[src/rtl/grayscale_pkg.sv]
// rtl/grayscale_pkg.sv - shared CSR map, control encodings, buffer/CCI-P types and FSM states for grayscale_ctrl
package grayscale_pkg;

  localparam logic [15:0] CSR_DSM_BASE = 16'h0044;
  localparam logic [15:0] CSR_CTRL     = 16'h0046;
  localparam logic [15:0] CSR_BUF_ADDR = 16'h0048;
  localparam logic [15:0] CSR_BUF_SIZE = 16'h004A;
  localparam logic [15:0] CSR_LIMIT    = 16'h0100;

  typedef logic [63:0] t_hc_address;
  typedef logic [63:0] t_hc_control;

  typedef struct packed {
    t_hc_address addr;
    logic [31:0] size;
  } t_hc_buffer;

  localparam t_hc_control CTRL_ASSERT_RST   = 64'h0;
  localparam t_hc_control CTRL_DEASSERT_RST = 64'h1;
  localparam t_hc_control CTRL_START        = 64'h3;
  localparam t_hc_control CTRL_STOP         = 64'h7;

  localparam logic [31:0] DSM_STATUS_COMPLETE = 32'd1;
  localparam logic [31:0] DSM_STATUS_ABORTED  = 32'd2;

  typedef enum logic [2:0] {
    S_RST      = 3'd0,
    S_IDLE     = 3'd1,
    S_RUN      = 3'd2,
    S_DSM_WR   = 3'd3,
    S_DSM_WAIT = 3'd4,
    S_DONE     = 3'd5
  } t_ctrl_state;

  typedef struct packed {
    logic [15:0] address;
    logic [1:0]  length;
    logic        rsvd;
    logic [8:0]  tid;
  } t_ccip_c0_ReqMmioHdr;

  typedef struct packed {
    t_ccip_c0_ReqMmioHdr hdr;
    logic [511:0]        data;
    logic                rspValid;
    logic                mmioRdValid;
    logic                mmioWrValid;
  } t_if_ccip_c0_Rx;

endpackage

[src/rtl/grayscale_csr_decode.sv]
// rtl/grayscale_csr_decode.sv - registered capture of DSM base, buffer descriptors and control writes
module grayscale_csr_decode
  import grayscale_pkg::*;
#(
  parameter int N_BUFFERS = 2
) (
  input  logic                         clk,
  input  logic                         SoftReset,
  input  logic                         mmio_wr_valid,
  input  logic [15:0]                  mmio_addr,
  input  logic [63:0]                  mmio_data,
  input  logic                         busy,
  output t_hc_address                  dsm_base,
  output t_hc_buffer [N_BUFFERS-1:0]   buffers,
  output logic                         ctrl_valid,
  output t_hc_control                  ctrl_value
);

  t_hc_address                dsm_base_q, dsm_base_d;
  t_hc_buffer [N_BUFFERS-1:0] buffers_q, buffers_d;
  logic                       ctrl_valid_q, ctrl_valid_d;
  t_hc_control                ctrl_value_q, ctrl_value_d;
  logic                       accept;

  always_comb begin
    accept       = mmio_wr_valid && (mmio_addr < CSR_LIMIT);
    dsm_base_d   = dsm_base_q;
    buffers_d    = buffers_q;
    ctrl_valid_d = accept && (mmio_addr == CSR_CTRL);
    ctrl_value_d = mmio_data;
    // Descriptors are frozen while the engines may be reading them.
    if (accept && !busy) begin
      if (mmio_addr == CSR_DSM_BASE) dsm_base_d = mmio_data;
      for (int i = 0; i < N_BUFFERS; i++) begin
        if (mmio_addr == CSR_BUF_ADDR + 16'(4 * i)) buffers_d[i].addr = mmio_data;
        if (mmio_addr == CSR_BUF_SIZE + 16'(4 * i)) buffers_d[i].size = mmio_data[31:0];
      end
    end
  end

  always_ff @(posedge clk) begin
    if (SoftReset) begin
      dsm_base_q   <= '0;
      buffers_q    <= '0;
      ctrl_valid_q <= 1'b0;
      ctrl_value_q <= '0;
    end else begin
      dsm_base_q   <= dsm_base_d;
      buffers_q    <= buffers_d;
      ctrl_valid_q <= ctrl_valid_d;
      ctrl_value_q <= ctrl_value_d;
    end
  end

  assign dsm_base   = dsm_base_q;
  assign buffers    = buffers_q;
  assign ctrl_valid = ctrl_valid_q;
  assign ctrl_value = ctrl_value_q;

endmodule

[src/rtl/grayscale_ctrl.sv]
// rtl/grayscale_ctrl.sv - grayscale run sequencer and DSM completion writer
// Optional run-cycle counter in the DSM line: GRAYSCALE_CTRL_PERF_CNT_EN
module grayscale_ctrl
  import grayscale_pkg::*;
#(
  parameter int N_BUFFERS = 2
) (
  input  logic                        clk,
  input  logic                        SoftReset,
  input  t_if_ccip_c0_Rx              rx_mmio,
  input  logic                        c1TxAlmFull,
  input  logic                        c1_wr_rsp,
  input  logic                        rd_done,
  input  logic                        wr_done,
  output logic                        eng_rst,
  output logic                        eng_start,
  output logic [N_BUFFERS-1:0][63:0]  buf_addr,
  output logic [N_BUFFERS-1:0][31:0]  buf_size,
  output logic                        tx_c1_valid,
  output logic [41:0]                 tx_c1_addr,
  output logic [511:0]                tx_c1_data,
  output logic                        busy
);

  t_hc_address                dsm_base;
  t_hc_buffer [N_BUFFERS-1:0] buffers;
  logic                       ctrl_valid;
  t_hc_control                ctrl_value;

  t_ctrl_state state_q, state_d;
  logic        rd_seen_q, rd_seen_d;
  logic        wr_seen_q, wr_seen_d;
  logic [31:0] status_q, status_d;
  logic [31:0] perf_cnt;
  logic        is_start, is_stop, is_deassert, is_assert;

  grayscale_csr_decode #(.N_BUFFERS(N_BUFFERS)) u_csr (
    .clk           (clk),
    .SoftReset     (SoftReset),
    .mmio_wr_valid (rx_mmio.mmioWrValid),
    .mmio_addr     (rx_mmio.hdr.address),
    .mmio_data     (rx_mmio.data[63:0]),
    .busy          (busy),
    .dsm_base      (dsm_base),
    .buffers       (buffers),
    .ctrl_valid    (ctrl_valid),
    .ctrl_value    (ctrl_value)
  );

  always_comb begin
    is_start    = ctrl_valid && (ctrl_value == CTRL_START);
    is_stop     = ctrl_valid && (ctrl_value == CTRL_STOP);
    is_deassert = ctrl_valid && (ctrl_value == CTRL_DEASSERT_RST);
    is_assert   = ctrl_valid && (ctrl_value == CTRL_ASSERT_RST);
    state_d     = state_q;
    rd_seen_d   = rd_seen_q;
    wr_seen_d   = wr_seen_q;
    status_d    = status_q;
    eng_start   = 1'b0;
    tx_c1_valid = 1'b0;
    case (state_q)
      S_RST:      if (is_deassert) state_d = S_IDLE;
      S_IDLE, S_DONE: begin
        if (is_start) begin
          state_d   = S_RUN;
          eng_start = 1'b1;
          rd_seen_d = 1'b0;
          wr_seen_d = 1'b0;
        end
      end
      S_RUN: begin
        rd_seen_d = rd_seen_q | rd_done;
        wr_seen_d = wr_seen_q | wr_done;
        // STOP takes priority over a completion landing in the same cycle.
        if (is_stop) begin
          state_d  = S_DSM_WR;
          status_d = DSM_STATUS_ABORTED;
        end else if (rd_seen_d && wr_seen_d) begin
          state_d  = S_DSM_WR;
          status_d = DSM_STATUS_COMPLETE;
        end
      end
      S_DSM_WR: begin
        if (!c1TxAlmFull) begin
          tx_c1_valid = 1'b1;
          state_d     = S_DSM_WAIT;
        end
      end
      S_DSM_WAIT: if (c1_wr_rsp) state_d = S_DONE;
      default:    state_d = S_RST;
    endcase
    if (is_assert) state_d = S_RST;
  end

  always_ff @(posedge clk) begin
    if (SoftReset) begin
      state_q   <= S_RST;
      rd_seen_q <= 1'b0;
      wr_seen_q <= 1'b0;
      status_q  <= '0;
    end else begin
      state_q   <= state_d;
      rd_seen_q <= rd_seen_d;
      wr_seen_q <= wr_seen_d;
      status_q  <= status_d;
    end
  end

`ifdef GRAYSCALE_CTRL_PERF_CNT_EN
  logic [31:0] cnt_q, cnt_d;

  always_comb begin
    cnt_d = cnt_q;
    if (eng_start) cnt_d = '0;
    else if (state_q == S_RUN && cnt_q != 32'hFFFF_FFFF) cnt_d = cnt_q + 32'd1;
  end

  always_ff @(posedge clk) begin
    if (SoftReset) cnt_q <= '0;
    else           cnt_q <= cnt_d;
  end

  assign perf_cnt = cnt_q;
`else
  assign perf_cnt = '0;
`endif

  always_comb begin
    for (int i = 0; i < N_BUFFERS; i++) begin
      buf_addr[i] = buffers[i].addr;
      buf_size[i] = buffers[i].size;
    end
  end

  assign eng_rst    = (state_q == S_RST);
  assign busy       = (state_q == S_RUN) || (state_q == S_DSM_WR) || (state_q == S_DSM_WAIT);
  assign tx_c1_addr = dsm_base[47:6];
  assign tx_c1_data = {448'b0, perf_cnt, status_q};

  logic unused_ok;
  assign unused_ok = ^{rx_mmio.hdr.length, rx_mmio.hdr.rsvd, rx_mmio.hdr.tid, rx_mmio.data[511:64],
                       rx_mmio.rspValid, rx_mmio.mmioRdValid, dsm_base[63:48], dsm_base[5:0]};

endmodule
[config.mk]
export PLATFORM = sky130hd
export DESIGN_NAME = grayscale_ctrl
export DESIGN_NICKNAME = d
export VERILOG_FILES = /design/src/rtl/grayscale_pkg.sv /design/src/rtl/grayscale_csr_decode.sv /design/src/rtl/grayscale_ctrl.sv
export SDC_FILE = /design/constraint.sdc
export NUM_CORES = 1
export LEC_CHECK = 0
export ABC_AREA = 1
export BUFFER_PORTS_ARGS = -buffer_cell sky130_fd_sc_hd__buf_4
export CORE_AREA = 2 2 506 508
export CTS_CLUSTER_DIAMETER = 150
export DETAILED_ROUTE_END_ITERATION = 10
export DIE_AREA = 0 0 508 510
export HOLD_SLACK_MARGIN = 0.1
export MAX_ROUTING_LAYER = met4
export PLACE_DENSITY_LB_ADDON = 0.08
export SLEW_MARGIN = 15
export SYNTH_ARGS = -nofsm -noshare
export SYNTH_HDL_FRONTEND = slang
export SYNTH_SLANG_ARGS = --single-unit
export TNS_END_PERCENT = 10
[constraint.sdc]
create_clock -name clk -period 4.7 [get_ports clk]
set_input_delay 0.94 -clock clk [delete_from_list [all_inputs] [get_ports clk]]
set_output_delay 0.94 -clock clk [all_outputs]
set_load 0.01 [all_outputs]
-- Word-level counts from Yosys, hierarchy flattened
Index checks and enable logic that the tools add are counted.
- magnitude comparators: 1
- equal/unequal tests: 19
- reduce and logical (&&, ||, !) cells: 25
- multiplexer cells: 16
- bitwise gates (word level): 2
- operators by type and width (cell ; number):
    $eq A16 B7 Y1 const B ; 6
    $eq A64 B1 Y1 const B ; 1
    $eq A64 B2 Y1 const B ; 1
    $eq A64 B3 Y1 const B ; 1
    $logic_not A64 Y1 ; 1
    $mux W32 ; 2
    $mux W3 ; 6
    $lt A16 B9 Y1 const B ; 1
    $pmux W3 S5 ; 1
    $reduce_and A2 Y1 ; 7
    $logic_and A1 B1 Y1 ; 8
    $eq A3 B2 Y1 const B ; 2
    $eq A3 B3 Y1 const B ; 2
    $ne A2 B2 Y1 const B ; 3
    $mux W1 ; 5
    $reduce_and A5 Y1 ; 1
    $pmux W1 S2 ; 2
    $reduce_bool A2 Y1 ; 2
    $reduce_or A2 Y1 ; 2
    $eq A3 B1 Y1 const B ; 1
    $logic_not A3 Y1 ; 1
    $ne A3 B3 Y1 const B ; 1
    $logic_or A1 B1 Y1 ; 2
    $ne A2 B1 Y1 const B ; 1
    2 further kinds ; 3
- output and inout port bits: 750
- input port bits: 549
- bits in registers: 342
- logic and storage cells: 74

-- Logic depth before layout (Yosys ltp)
Gate-level depths: netlist (run 1).
- depth in word-level cells: 6
- gate-level depth with buffers: 11
- mapped depth without buffers: 11

-- By module
A second synthesis (run 1) with hierarchy kept.
- cell total of the unflattened synthesis: 2505
- area, all modules: 16953.8 µm²
- modules (own cells, without submodules) (module ; seq. area each (µm²) ; area each (µm²) ; cells each ; instances):
    grayscale_csr_decode ; 6426.2 ; 12396.9 ; 1858 ; 1
    grayscale_ctrl ; 140.1 ; 4556.9 ; 647 ; 1

-- Worst setup path after synthesis (run 1)
OpenSTA, ideal clock, no wires.
- path kind: input port to flip-flop
- start: in rx_mmio[535] in the netlist's numbering
- end: reg u_csr.buffers_q, in the netlist u_csr.buffers[141]
- data required time: 4584 ps
- library setup time: 116 ps
- slack: 2425 ps
- buffers on the path: 1
- data arrival time: 2160 ps
- cell stages on the path: 9
- cells stage by stage: nor4_1 -> nand2_1 -> nor2_4 -> nand2_4 -> inv_4 -> nand3_2 -> buf_2 -> o21ai_0 -> nor2_1
- word-level cells in the longest chain between the ends: 4
- elaborated cells on any way between the ends: 5
- those cells by class: 1 x order compare; 1 x eq/ne; 3 x reduce/logical
- ends and longest elaborated chain (what ; RTL line ; source):
    from (decl) ; grayscale_ctrl.sv:10 ; input t_if_ccip_c0_Rx rx_mmio,
    $lt A16 B9 Y1 ; grayscale_csr_decode.sv:26 ; accept = mmio_wr_valid && (mmio_addr < CSR_LIMIT);
    $logic_and A1 B1 Y1 ; grayscale_csr_decode.sv:26 ;
    $logic_and A1 B1 Y1 ; grayscale_csr_decode.sv:32 ; if (accept && !busy) begin
    $reduce_and A2 Y1 (no source line) (*) ; - ;
    to (signal assigned) ; grayscale_csr_decode.sv:49 ; buffers_q <= buffers_d;
    to (decl) ; grayscale_csr_decode.sv:20 ; t_hc_buffer [N_BUFFERS-1:0] buffers_q, buffers_d;
Mark *: on every way between the ends. The rest lies on a longest branch, timed or not.
A chain may end at the register's enable or synchronous reset.

-- Worst setup path after layout (run 1)
- start: reg u_csr.ctrl_value_q[32], in the netlist u_csr.ctrl_value[32]
- end: out eng_start
- word-level cells in the longest chain between the ends: 4
- ends and longest elaborated chain (what ; RTL line ; source):
    from (decl) ; grayscale_csr_decode.sv:22 ; t_hc_control ctrl_value_q, ctrl_value_d;
    from (signal assigned) ; grayscale_csr_decode.sv:51 ; ctrl_value_q <= ctrl_value_d;
    $eq A64 B2 Y1 ; grayscale_ctrl.sv:51 ; is_start = ctrl_valid && (ctrl_value == CTRL_START);
    $logic_and A1 B1 Y1 ; grayscale_ctrl.sv:51 ;
    $mux W1 ; grayscale_ctrl.sv:64 ; if (is_start) begin
    $mux W1 ; grayscale_ctrl.sv:61 ; case (state_q)
    to (decl) ; grayscale_ctrl.sv:16 ; output logic eng_start,
No other way between the ends.

==> metrics.md, run 1 <==
| Metric | Value |
|---|---|
| Seq cells post-synth | 306 |
| Fraction of final layout cells sized beyond drive strength 1 | 20.32% |
| Post-CTS setup buffers | 0 |
| Aggregate routed wire length | 79770 um |
| Share of synthesized area occupied by flip-flops and latches | 41.59% |
| DR vias/cell | 2.086 |
| Peak fanout along the critical path | 5 |
| Biggest area contributors in the synthesized netlist | dfxtp_1 (42%), buf_4 (26%), nor2_1 (9.9%), a21oi_1 (4.9%), o21ai_0 (4.3%) |
| Number of detailed-route iterations in the first pass | 5 |
| Total congestion overflow | 0 |
| Setup TNS | 0 ps |
| Final critical-path share of the clock period | 80.71% |
| CP Capture Point | eng_start |
| Buffers & Inverters on Critical Path | 2 |
| Routability congestion estimate from global placement | 0.6347 |
| Max stage delay cell, worst path | nor2_1 |
| Placement-stage cell area | 19330 um^2 |
| Clock buffers created by TritonCTS | 52 |
| Post-route antenna net violation count | 0 |
| Total Nets Final | 2733 |
| Top FF cell, synth | dfxtp_1 |
| Standard-cell rows | 185 |
| Number of violations reported at the end of detailed-routing iteration 0 | 336 |
| Power per Cell Area | 339.3 nW/um^2 |
| Switching Share | 28.44% |
| Top delay family on crit path | simple AND/OR/NAND/NOR gates |
| Cell taking the most area after synthesis | dfxtp_1 |
| Max Cap Violations | 0 |
| Classification of the worst-slack hold path | reg2reg |
| Launch point of the critical path | u_csr.ctrl_value[32]$_SDFF_PP0_ |
| Switching pwr | 0.002032 W |
| Endpoint arrival time on the critical path | 2850 ps |
| Total of endpoints with negative setup slack in the final report | 0 |
| Cell chain of the critical path | nor2_1 > nand2_1 > nor2_1 > nand2_1 > nor2_1 > nand4_1 > inv_1 > buf_4 |
| Area of the die | 259100 um^2 |
| Setup CP Type | reg2out |
| Reg2Reg Launch Point | u_csr.ctrl_value[32]$_SDFF_PP0_ |
| Cell Int Power | 0.005113 W |
| Clk pwr share | 56.5% |
| Summed instance area of the synthesized netlist | 14730 um^2 |
| Library cell used as clock root buffer | clkbuf_16 |
| Synth top area share | 41.59% |
| Vias in the first global route | 11140 |
| Clock tree sinks | 306 |
| Count of cell instances traversed by the critical path | 8 |
| First-pass GRT wire length | 103700 um |
| Startpoint types | register |
| Worst reg-to-reg path cell count | 11 |
| Number of distinct library cells after synthesis | 31 |
| Mean instance size in the synthesized netlist | 7.885 um^2 |
| Vert. Die Dim | 510 um |
| Maximum clock frequency | 263.6 MHz |
| Latest clock arrival within the worst-skew pair | 680 ps |
| RSZ-0062 raised after global routing | no |
| Tightest Pin Transition | 961.2 ps |
| Leak Pwr | 8.364 nW |
| Crit path required time | 3760 ps |
| Count of final hold-check violations | 0 |
| Initial core utilization | 5.811% |
| Cell area after layout | 21060 um^2 |
| Crit. End Element | output port |
| Global Route Usage Sum | 6.065% |
| Final clock skew | 43.07 ps |
| Stage delay of the slowest cell on the critical path | 450 ps |
| CTS tree | built |
| Synthesis-to-finish area growth | 42.97% |
| Routed wire length per instance | 14.27 um |
| Count of H-tree levels built during CTS | 2 |
| DRC violations left | 0 |
| Synth warnings | 0 |
| HP Start | u_csr.buffers[106]$_SDFFE_PP0P_ |
| Clock transition at path regs | 60 ps |
| Largest net degree at the start of global routing | 78 |
| Cell repeated most along the worst path | nor2_1 |
| Number of synthesized flops with an enable pin | 0 |
| Relative slew slack | 35.92% |
| Horiz. Die Dim | 508 um |
| Core Region | 253500 um^2 |
| Share of power burned in combinational logic | 6.7% |
| Hold-fix buffers at CTS | 0 |
| Ports | 1299 |
| VDD IR max | 0.0002385 V |
| DP HPWL | 56620 um |
| Initial antenna violation count | 14 |
| Number of gates resized after CTS | 0 |
| Worst reg2reg path endpoint | state_q[0]$_SDFFE_PP0P_ |
| Tmin final | 3794 ps |
| Syn Inst Count | 1868 |
| Number of vias after detailed routing | 11660 |
| Sequential share of power | 36.9% |
| Share of synthesized flip-flops with an asynchronous set or reset | 0% |
| Setup slack of the most critical reg-to-reg path | 2050 ps |
| Outcome | completed |
| Number of buffers on the longest clock path | 3 |
| Max Slew Vio Count | 0 |
| Number of buffers added on ports | 326 |
-- routing by layer --
layer | part of all wire [%] | GRT usage (%) | up-vias
li1 | - | - | 5576
met2 | 47 | 9.944 | 699
met5 | 0 | - | -
met3 | 9.2 | 2.277 | 94
met1 | 41 | 6.868 | 5292
met4 | 2.3 | 1.687 | 0
-- sequential cells by signal, summed over array words and instances (netlist names) --
| register | cells |
|---|---|
| wr_seen_q | 1 |
| u_csr.buffers | 192 |
| rd_seen_q | 1 |
| state_q | 3 |
| u_csr.dsm_base | 42 |
| status_q | 2 |
| u_csr.ctrl_valid | 1 |
| u_csr.ctrl_value | 64 |
-- cells in the final DEF (no fill, tap or decap), types with 5 or more instances in the layout --
cell	count
nor2_1	388
nand4_1	7
o21ai_1	79
buf_4	347
nand2_1	37
clkbuf_16	53
o21ai_0	127
nand3_1	6
buf_12	5
clkbuf_1	12
clkbuf_8	11
inv_1	112
conb_1	510
a21oi_1	143
a211oi_1	32
dfxtp_1	306
-- layout make-up --
cell class | count | area [um^2]
inverters | 117 | 449.2
clock inverters | 13 | 192.7
fillers | 29700 | 232400
well taps | 3366 | 4212
flip-flops and latches | 306 | 6126
clock buffers | 76 | 1523
multi-input cells | 1354 | 5831
diodes | 4 | 10.01
repair buffers | 353 | 2716
-- worst min-delay path by stage --
| stage | slack, ps | endpoint | cells past startpoint |
|---|---|---|---|
| final | 440 | u_csr.buffers[106]$_SDFFE_PP0P_ | 2 |
| after detailed placement | 440 | u_csr.buffers[121]$_SDFFE_PP0P_ | 2 |
| after global placement | 440 | u_csr.buffers[125]$_SDFFE_PP0P_ | 2 |
| after floorplan | 450 | wr_seen_q$_SDFFE_PP0P_ | 2 |
| after global routing | 460 | u_csr.buffers[126]$_SDFFE_PP0P_ | 2 |
| after CTS | 450 | u_csr.ctrl_value[51]$_SDFF_PP0_ | 3 |
-- worst reg2reg max path: cells and delay by family (launching register included) --
family,cells,cell delay [ps]
buffers and inverters,1,60
and+or+nand+nor,10,2190
DFF,1,310
-- cells in the mapped netlist, types with 2 or more instances --
cell / number
inv_2: 3
nor2_1: 388
buf_1: 2
nand2_2: 2
buf_4: 517
buf_2: 29
a211oi_1: 32
nor3_1: 3
a21oi_1: 143
nor4_1: 4
nand3_1: 6
o21ai_0: 127
clkbuf_1: 46
o21ai_1: 79
inv_1: 113
nand3_2: 2
nand2_1: 38
nor2_4: 4
nand4_1: 7
buf_6: 6
dfxtp_1: 306
nor3_2: 2
-- power by group through the flow --
stage / Combinational (W) / Clock [W] / Sequential (W)
2_1_floorplan: 0.000603 / 0 / 0.00269
3_3_place_gp: 0.000496 / 0 / 0.00269
3_5_place_dp: 0.000495 / 0 / 0.00269
4_1_cts: 0.000496 / 0.00432 / 0.00263
5_1_grt: 0.000552 / 0.00437 / 0.00263
6_report: 0.000478 / 0.00403 / 0.00263
-- logic make-up after synthesis --
kind of cell / Yosys count / synth area share (%)
AO/OA/AOI/OAI: 382 / 13.53
buffers and inverters: 717 / 32.02
flip-flops: 306 / 41.59
other: 1 / 0.02546
AND/OR/NAND/NOR: 462 / 12.84
-- metrics by stage --
stage	instances	utilization, %	hold WS [ps]	power [W]	worst slack, ps
3_5_place_dp	5496	7.628	438.5	0.003184	813.4
2_1_floorplan	2377	-	451.1	0.003289	2425
4_1_cts	5585	8.305	446.4	0.007448	536.9
6_report	5589	8.309	443.5	0.007145	906.5
3_3_place_gp	5496	7.628	439.2	0.003186	814.8
5_1_grt	5588	8.308	459.6	0.007553	506.5
Power figures use the tool's default switching activity.
==> run 2, diff against run 1 <==
--- a/config.mk
+++ b/config.mk
@@ -7,10 +7,10 @@
 export LEC_CHECK = 0
 export ABC_AREA = 1
 export BUFFER_PORTS_ARGS = -buffer_cell sky130_fd_sc_hd__buf_4
-export CORE_AREA = 2 2 506 508
+export CORE_AREA = 2 2 501 503
 export CTS_CLUSTER_DIAMETER = 150
 export DETAILED_ROUTE_END_ITERATION = 10
-export DIE_AREA = 0 0 508 510
+export DIE_AREA = 0 0 503 505
 export HOLD_SLACK_MARGIN = 0.1
 export MAX_ROUTING_LAYER = met4
 export PLACE_DENSITY_LB_ADDON = 0.08
==> constraint.sdc (replaced) <==
create_clock -name clk -period 3.4 [get_ports clk]
set_input_delay 0.68 -clock clk [delete_from_list [all_inputs] [get_ports clk]]
set_output_delay 0.68 -clock clk [all_outputs]
set_load 0.01 [all_outputs]
==> run 2 against run 1 <==
Core utilization is 0.32 points higher. Sequential share of layout area fell by 0.49 points. Total power increased by 44%. Final cell count decreased by 0.36%. Die area shrank 2.0%. Global-route usage rose by 0.054 points. Design area up 1.7%. Clock power is 48% higher. Setup slack lost 570 ps.
==> metrics.md, run 2 (synthesis gave the netlist of run 1 again) <==
| Metric | Value |
|---|---|
| Outcome | completed |
| Setup CP Type | reg2out |
| Crit path required time | 2720 ps |
| Startpoint types | register |
| VDD IR max | 0.0003094 V |
| Synthesis-to-finish area growth | 45.42% |
| RSZ-0062 raised after global routing | no |
| CTS tree | built |
| Total of endpoints with negative setup slack in the final report | 0 |
| Clock transition at path regs | 60 ps |
| Library cell used as clock root buffer | clkbuf_16 |
| Standard-cell rows | 183 |
| Switching Share | 27.17% |
| Switching pwr | 0.002796 W |
| Initial antenna violation count | 9 |
| Peak fanout along the critical path | 3 |
| Clk pwr share | 58.1% |
| DRC violations left | 0 |
| Routability congestion estimate from global placement | 0.6293 |
| Post-route antenna net violation count | 0 |
| Clock buffers created by TritonCTS | 52 |
| Final critical-path share of the clock period | 89.98% |
| Horiz. Die Dim | 503 um |
| Count of H-tree levels built during CTS | 2 |
| Number of buffers on the longest clock path | 3 |
| FF/Latch Area | 6126 um^2 |
| DR vias/cell | 2.089 |
| Global Route Usage Sum | 6.119% |
| Max Slew Vio Count | 0 |
| Max Cap Violations | 0 |
| Tightest Pin Transition | 680.3 ps |
| DP HPWL | 56390 um |
| Cell Int Power | 0.007495 W |
| Sequential share of power | 35.4% |
| Total congestion overflow | 0 |
| Flip-flop count of the largest register, all copies and words added | 192 |
| Commonest non-fill, non-tap cells in the layout | conb_1 (510), nor2_1 (386), buf_4 (348) |
| Number of vias after detailed routing | 11640 |
| Initial core utilization | 5.934% |
| Vias in the first global route | 11490 |
| Number of inserted filler cells in the final layout | 29050 |
| Final clock skew | 28.70 ps |
| Total power after layout | 0.01029 W |
| Core Region | 248200 um^2 |
| Number of detailed-route iterations in the first pass | 4 |
| Number of violations reported at the end of detailed-routing iteration 0 | 402 |
| Clock tree sinks | 306 |
| Footprint of the multi-input gates | 5843 um^2 |
| Ports | 1299 |
| Relative slew slack | 54.65% |
| Total Nets Final | 2744 |
| Number of buffers added on ports | 326 |
| Latest clock arrival within the worst-skew pair | 670 ps |
| Setup TNS | 0 ps |
| Share of power burned in combinational logic | 6.5% |
| Power per Cell Area | 480.5 nW/um^2 |
| Endpoint arrival time on the critical path | 2380 ps |
| Count of final hold-check violations | 0 |
| Routed wire length per instance | 13.98 um |
| Tmin final | 3059 ps |
| Most common cell after layout, fill and taps aside | conb_1 |
| Vert. Die Dim | 505 um |
| Utilization of the core after routing | 8.630% |
| Crit. End Element | output port |
| Leak Pwr | 8.574 nW |
| Hold-fix buffers at CTS | 0 |
| Fraction of final layout cells sized beyond drive strength 1 | 21.38% |
| Classification of the worst-slack hold path | in2reg |
| Aggregate routed wire length | 77830 um |
| Maximum clock frequency | 326.9 MHz |
| Largest net degree at the start of global routing | 101 |
| First-pass GRT wire length | 103700 um |
| Area of the die | 254000 um^2 |
## run 2: what timing repair did
action	in CTS	in global routing
buffers inserted	0	0
resized for setup	4	0
endpoints found under the setup margin	1	0
## run 2: critical path, cell delays in order, from the launching register on
cell and delay, ps:
dfxtp_1 300, nor2_1 130, nand2_1 130, nor2_2 220, nand2_2 160, nor2_1 120
buf_4 160, nand4_1 240, inv_1 130, buf_4 130
## run 2: worst paths after layout
kind / slack, ps / start / cells past startpoint / end
worst max-delay path: 340 / u_csr.ctrl_value[31]$_SDFF_PP0_ / 9 / eng_start
worst min-delay path: 260 / rx_mmio[56] / 3 / u_csr.ctrl_value[53]$_SDFF_PP0_
worst max register to register: 1170 / state_q[0]$_SDFFE_PP0P_ / 10 / u_csr.buffers[168]$_SDFFE_PP0P_
worst min register to register: 440 / u_csr.buffers[104]$_SDFFE_PP0P_ / 2 / u_csr.buffers[104]$_SDFFE_PP0P_
## run 2: metal layers
layer	up-vias	wire length, um	part of all wire, %	GRT usage (%)
met3	81	7276	9.3	2.204
li1	5592	-	-	-
met2	693	36340	47	9.938
met1	5269	32170	41	6.946
met4	0	2038	2.6	1.969
met5	-	0	0	-
## run 2: metrics by stage
step                cell area [um^2]  setup slack (ps)  std cells  hold slack, ps
global route                   21410             40.24       5567           208.3
finish                         21420             340.7       5569           257.8
global placement               19500             207.3       5471           443.8
CTS                            21410             57.74       5566           151.0
detailed placement             19500             240.6       5471           436.0
floorplan                      16640              1385       2377           451.1
## run 2: power groups by stage
stage	logic (W)	registers, W	clock network (W)
after CTS	0.000690	0.00364	0.00643
final	0.000668	0.00364	0.00598
after floorplan	0.000834	0.00371	0
after global placement	0.000686	0.00372	0
after detailed placement	0.000686	0.00372	0
after global routing	0.000777	0.00364	0.00650
## run 2: layout make-up
class | count | share of cell area (%)
Antenna cell | 3 | 0.03505
Tap cell | 3330 | 19.45
Clock buffer | 78 | 7.565
Multi-Input combinational cell | 1354 | 27.28
Sequential cell | 306 | 28.60
Clock inverter | 17 | 1.320
Timing Repair Buffer | 364 | 13.65
Inverter | 117 | 2.097
